<file path="src/rtl/memoria_ram_sync_if.sv">
// Request/response bus of the synchronous data RAM.
// The master drives requests and the slave (the RAM) drives responses.
interface memoria_ram_sync_if #(
    parameter int DW = 8,
    parameter int AW = 8
);
    logic          req_valid;
    logic          req_ready;
    logic          req_we;
    logic [AW-1:0] req_addr;
    logic [DW-1:0] req_wdata;
    logic          rsp_valid;
    logic [DW-1:0] rsp_rdata;
    logic          init_done;

    modport master (
        output req_valid, req_we, req_addr, req_wdata,
        input  req_ready, rsp_valid, rsp_rdata, init_done
    );

    modport slave (
        input  req_valid, req_we, req_addr, req_wdata,
        output req_ready, rsp_valid, rsp_rdata, init_done
    );
endinterface

</file>
<file path="src/rtl/memoria_ram_sync.sv">
// Clocked single-port data RAM with a valid/ready request port.
// It has a registered response path of 1 or 2 cycles and a selectable
// read-during-write result. A sweep after reset clears every word.
module memoria_ram_sync #(
    parameter int            DW             = 8,
    parameter int            DEPTH          = 256,
    parameter int            AW             = $clog2(DEPTH),
    parameter int            RD_LAT         = 1,
    parameter int            RDW_MODE       = 0,
    parameter int            CLEAR_ON_RESET = 1,
    parameter logic [DW-1:0] INIT_VAL       = '0
) (
    input  logic               clk,
    input  logic               rst_n,
    memoria_ram_sync_if.slave  bus
);

    typedef enum logic {
        ST_INIT,
        ST_READY
    } state_t;

    state_t        state_q, state_d;
    logic [AW-1:0] clr_cnt_q, clr_cnt_d;

    logic [DW-1:0] mem_q [DEPTH];
    logic          mem_we;
    logic [AW-1:0] mem_waddr;
    logic [DW-1:0] mem_wdata;

    logic          accept;
    logic          in_range;

    logic          v1_q, v1_d;
    logic [DW-1:0] d1_q, d1_d;
    logic          v2_q, v2_d;
    logic [DW-1:0] d2_q, d2_d;

    // FSM next state: the clear sweep walks 0..DEPTH-1, then the RAM is ready
    always_comb begin
        state_d   = state_q;
        clr_cnt_d = clr_cnt_q;
        case (state_q)
            ST_INIT: begin
                if (CLEAR_ON_RESET == 0) begin
                    state_d = ST_READY;
                end else if (clr_cnt_q == AW'(DEPTH - 1)) begin
                    state_d = ST_READY;
                end else begin
                    clr_cnt_d = clr_cnt_q + AW'(1);
                end
            end
            ST_READY: state_d = ST_READY;
            default:  state_d = ST_INIT;
        endcase
    end

    // Request decode: memory write port and the response pipeline inputs
    always_comb begin
        accept    = bus.req_valid && (state_q == ST_READY);
        in_range  = (32'(bus.req_addr) < 32'(DEPTH));
        mem_we    = 1'b0;
        mem_waddr = clr_cnt_q;
        mem_wdata = INIT_VAL;
        v1_d      = accept;
        d1_d      = d1_q;
        if ((state_q == ST_INIT) && (CLEAR_ON_RESET != 0)) begin
            mem_we = 1'b1;
        end else if (accept) begin
            if (!in_range) begin
                d1_d = INIT_VAL;
            end else begin
                // Old contents are sampled before the accepting edge updates them
                if (bus.req_we && (RDW_MODE != 0)) begin
                    d1_d = bus.req_wdata;
                end else begin
                    d1_d = mem_q[bus.req_addr];
                end
                if (bus.req_we) begin
                    mem_we    = 1'b1;
                    mem_waddr = bus.req_addr;
                    mem_wdata = bus.req_wdata;
                end
            end
        end
        v2_d = v1_q;
        d2_d = v1_q ? d1_q : d2_q;
    end

    // Storage array: no reset; only the sweep clears it
    always_ff @(posedge clk) begin
        if (mem_we) begin
            mem_q[mem_waddr] <= mem_wdata;
        end
    end

    // State, sweep counter and response pipeline registers
    always_ff @(posedge clk or negedge rst_n) begin
        if (!rst_n) begin
            state_q   <= ST_INIT;
            clr_cnt_q <= '0;
            v1_q      <= 1'b0;
            d1_q      <= '0;
            v2_q      <= 1'b0;
            d2_q      <= '0;
        end else begin
            state_q   <= state_d;
            clr_cnt_q <= clr_cnt_d;
            v1_q      <= v1_d;
            d1_q      <= d1_d;
            v2_q      <= v2_d;
            d2_q      <= d2_d;
        end
    end

    // Output mapping: the second stage is used only when RD_LAT is 2
    always_comb begin
        bus.req_ready = (state_q == ST_READY);
        bus.init_done = (state_q == ST_READY);
        bus.rsp_valid = (RD_LAT == 2) ? v2_q : v1_q;
        bus.rsp_rdata = (RD_LAT == 2) ? d2_q : d1_q;
    end

endmodule

</file>
<file path="src/flat_wrapper.sv">
// flat-port wrapper written by rule: the top's interface ports become plain ports
module memoria_ram_sync_flat 
#(
    parameter int            DW             = 8,
    parameter int            DEPTH          = 256,
    parameter int            AW             = $clog2(DEPTH),
    parameter int            RD_LAT         = 1,
    parameter int            RDW_MODE       = 0,
    parameter int            CLEAR_ON_RESET = 1,
    parameter logic [DW-1:0] INIT_VAL       = '0
)
  (clk, rst_n, bus_req_valid, bus_req_we, bus_req_addr, bus_req_wdata, bus_req_ready, bus_rsp_valid, bus_rsp_rdata, bus_init_done);
  memoria_ram_sync_if #(.DW(DW), .AW(AW)) bus_i ();
  input  logic clk;
  input  logic rst_n;
  input wire logic [$bits(bus_i.req_valid)-1:0] bus_req_valid;
  input wire logic [$bits(bus_i.req_we)-1:0] bus_req_we;
  input wire logic [$bits(bus_i.req_addr)-1:0] bus_req_addr;
  input wire logic [$bits(bus_i.req_wdata)-1:0] bus_req_wdata;
  output wire logic [$bits(bus_i.req_ready)-1:0] bus_req_ready;
  output wire logic [$bits(bus_i.rsp_valid)-1:0] bus_rsp_valid;
  output wire logic [$bits(bus_i.rsp_rdata)-1:0] bus_rsp_rdata;
  output wire logic [$bits(bus_i.init_done)-1:0] bus_init_done;
  assign bus_i.req_valid = bus_req_valid;
  assign bus_i.req_we = bus_req_we;
  assign bus_i.req_addr = bus_req_addr;
  assign bus_i.req_wdata = bus_req_wdata;
  assign bus_req_ready = bus_i.req_ready;
  assign bus_rsp_valid = bus_i.rsp_valid;
  assign bus_rsp_rdata = bus_i.rsp_rdata;
  assign bus_init_done = bus_i.init_done;
  memoria_ram_sync #(.DW(DW), .DEPTH(DEPTH), .AW(AW), .RD_LAT(RD_LAT), .RDW_MODE(RDW_MODE), .CLEAR_ON_RESET(CLEAR_ON_RESET), .INIT_VAL(INIT_VAL)) u_core (.clk(clk), .rst_n(rst_n), .bus(bus_i));
endmodule
</file>
<file path="config.mk">
export PLATFORM = sky130hd
export DESIGN_NAME = memoria_ram_sync_flat
export DESIGN_NICKNAME = d
export VERILOG_FILES = /design/src/rtl/memoria_ram_sync_if.sv /design/src/rtl/memoria_ram_sync.sv /design/src/flat_wrapper.sv
export SDC_FILE = /design/constraint.sdc
export NUM_CORES = 2
export LEC_CHECK = 0
export ABC_AREA = 1
export CAP_MARGIN = 10
export CORE_MARGIN = 4
export CORE_UTILIZATION = 30
export CTS_CLUSTER_SIZE = 30
export DETAILED_ROUTE_END_ITERATION = 8
export MAX_ROUTING_LAYER = met4
export PLACE_DENSITY_LB_ADDON = 0.3
export SLEW_MARGIN = 20
export SYNTH_ARGS = -nofsm -noshare
export SYNTH_HDL_FRONTEND = slang
export SYNTH_SLANG_ARGS = --single-unit
</file>
<file path="constraint.sdc">
create_clock -name clk -period 14 [get_ports clk]
set_input_delay 3.5 -clock clk [delete_from_list [all_inputs] [get_ports clk]]
set_output_delay 3.5 -clock clk [all_outputs]
set_load 0.02 [all_outputs]
</file>
==> flow_summary.json <==
{
  "status": "complete, no violations",
  "dr.pass1.iters": 6,
  "cts_resized": 0,
  "gp_congestion": 0.860,
  "p_sw_share_pct": 22.2,
  "multi_input_area_sq_um": 19700,
  "rows": 193,
  "avgSynthCellArea_sq_um": 11.8,
  "grt_usage_pct": 17.1,
  "reg2reg_depth": 11,
  "via_per_inst": 5.03,
  "fmax_ghz": 0.142,
  "r2r_start": "u_core.bus.init_done$_DFF_PN0_",
  "postRouteAntennaNets": 0,
  "cts_root_buf": "clkbuf_16",
  "maxSlewViolCount": 0,
  "p_int_uw": 9970,
  "cts_buffers": 213,
  "worst_slew_pin_slew_ns": 1.47,
  "finalSetupViolations": 0,
  "core_area_sq_um": 277000,
  "hpwl_mm": 136,
  "initialDrtViolationCount": 5676,
  "num_vias": 54400,
  "fin_skew_ns": 0.0231,
  "worstPathArrival_ns": 7.79,
  "p_switching_uw": 2850,
  "final.period_utilization_pct": 50.4,
  "grt_overflow_total": 0,
  "seqPwrFrac_pct": 52.2,
  "grt_setup_unrepaired": "false",
  "place_ws_ns": 5.92,
  "fp.dieH_um": 537,
  "clock-sinks": 2066,
  "seq_area_sq_um": 61900,
  "synthesis.nets": 7105,
  "p_leak_uw": 0.0307,
  "p_clk_share_pct": 42.7,
  "crit_type": "in2reg",
  "grt_pass1_wl_mm": 360,
  "remaining_drc_errors": 0,
  "die_w_um": 537,
  "maxCapViolCount": 0,
  "crit_required_ns": 14.73,
  "p_per_area_nw_per_um2": 136,
  "nNetsFinal": 6941,
  "drt-wirelength-per-cell_um": 22.7,
  "rr_endpoint": "u_core.mem_q[6][5]$_DFFE_PP_",
  "ys_warn_count": 0,
  "final_cell_area_sq_um": 94200,
  "io_pins": 31,
  "worst_hold_path.endpoint": "u_core.clr_cnt_q[4]$_DFFE_PN0P_",
  "crit_start": "bus_req_addr[1]",
  "cp-end-kind": "flip-flop",
  "ir_drop_v": 0.000140,
  "final_cell_mix": "2099 x nand2_1, 2048 x edfxtp_1, 2044 x nand3_1, 279 x nor2_1, 220 x clkbuf_16",
  "pwr-share-comb_pct": 5.1,
  "r2r_slack_ns": 9.72,
  "final_common_cell": "nand2_1",
  "syn_inst": 7084,
  "ys_seq_area_share_pct": 73.9,
  "die_area_sq_um": 288000,
  "critPathMaxFanout": 175,
  "clock_latency_ns": 0.85,
  "post-route-min-period_ns": 7.06,
  "cts_tree": "yes",
  "postCtsSetupBuffers": 0,
  "hold_violations": 0,
  "antenna_found_initial": 4,
  "holdPathStages": 1,
  "hp-start": "u_core.clr_cnt_q[4]$_DFFE_PN0P_",
  "dpl_cell_area_sq_um": 87500,
  "io_buffer_count": 30,
  "htree_num_levels": 4,
  "clockBufferDepth": 3,
  "first_global_vias": 51500,
  "crit_path_start_kind": "primary input",
  "drive_gt1_share_pct": 6.03,
  "grt_max_degree": 215,
  "wirelength_mm": 245,
  "nFillCells": 27200,
  "holdBufCountCts": 0,
  "ys_seq_elements": 2066,
  "power_uw": 12800,
  "netlist_area_sq_um": 83900,
  "path_clk_slew_ns": 0.06,
  "hp-class": "reg2reg",
  "slew_headroom_pct": 1.88,
  "synthToLayoutAreaGrowth_pct": 12.3,
  "initial_core_util_pct": 30.2,
  "yosysUniqueCellTypes": 27,
  "setup_ws_ns": 6.94,
  "setup_tns_ns": 0
}
power groups by stage:
stage	logic (uW)	clock network (uW)	registers [uW]
after floorplan	426	0	6820
after global placement	645	0	6820
after detailed placement	646	0	6820
after CTS	648	5570	6690
after global routing	712	5820	6690
final	650	5480	6690
worst max-delay path, stage by stage:
cell	delay, ns
buf_8	0.49
buf_12	0.44
buf_4	0.78
buf_4	0.84
nand3_1	0.20
nand3_1	0.14
nand3_1	0.21
nand3_1	0.23
nand3_1	0.12
nand3_1	0.13
nand3_1	0.12
nand3_1	0.12
nand2_1	0.05
cells in the mapped netlist, drive strengths merged:
| cell | n | area (sq um) |
|---|---|---|
| ha | 1 | 12.5 |
| xor2 | 6 | 52.6 |
| o21ai | 8 | 66.3 |
| dfrtp | 18 | 450 |
| inv | 49 | 189 |
| or2 | 4 | 25.0 |
| edfxtp | 2048 | 61500 |
| clkbuf | 192 | 721 |
| buf | 294 | 1430 |
| nor3 | 3 | 26.3 |
| xnor2 | 1 | 8.76 |
| nor2 | 299 | 1160 |
| nand3 | 2045 | 10200 |
| nand2 | 2116 | 7990 |
state kept, by name, indices dropped and copies added, names as in the netlist:
name                  flops
u_core.bus.init_done      1
u_core.clr_cnt_q          8
u_core.bus.rsp_valid      1
u_core.bus.rsp_rdata      8
u_core.mem_q           2048
per-stage QoR:
stage                     hold slack, ns  cells  utilization [%]
final                              0.510  10800             33.9
after global placement             0.485  10400             31.5
after global routing               0.528  10800             33.9
after detailed placement           0.497  10400             31.5
after CTS                          0.509  10800             33.9
after floorplan                    0.456   7084                -
logic make-up (layout without fill, tap and decap cells):
| kind of cell | Yosys count | after routing | share of synthesized area, % |
|---|---|---|---|
| other cells | 0 | 3 | 0 |
| simple gates | 4467 | 4467 | 23.2 |
| xor+xnor | 7 | 7 | 0.0731 |
| compound gates | 8 | 8 | 0.0791 |
| flops | 2066 | 2066 | 73.9 |
| fa+ha+maj | 1 | 1 | 0.0149 |
| buf+inv | 535 | 549 | 2.78 |
layout make-up:
class                   instances  share of cell area (%)
diodes                          3                 0.00797
clock inverters               115                   0.937
inverters                      49                   0.227
clock buffers                 278                    6.12
flip-flops and latches       2066                    65.8
well taps                    3705                    4.92
repair buffers                107                    1.11
multi-input cells            4483                    20.9
worst max-delay path by stage:
stage,end,slack [ns],cells after the start
final,u_core.bus.rsp_rdata[1]$_DFFE_PN0P_,6.94,13
after floorplan,u_core.mem_q[0][0]$_DFFE_PP_,2.89,3
after detailed placement,u_core.bus.rsp_rdata[1]$_DFFE_PN0P_,5.92,13
after global placement,u_core.bus.rsp_rdata[1]$_DFFE_PN0P_,5.93,13
after global routing,u_core.bus.rsp_rdata[6]$_DFFE_PN0P_,6.72,14
after CTS,u_core.bus.rsp_rdata[1]$_DFFE_PN0P_,6.84,13
layer usage:
layer  vias to the layer above  wire (um)  track usage, %
met2                      2025     114000            26.1
met4                         0       7110            5.13
li1                      24800          -               -
met3                       366      15700            2.36
met5                         -          0               -
met1                     27100     109000            23.6
(Power assumes the default switching activity.)
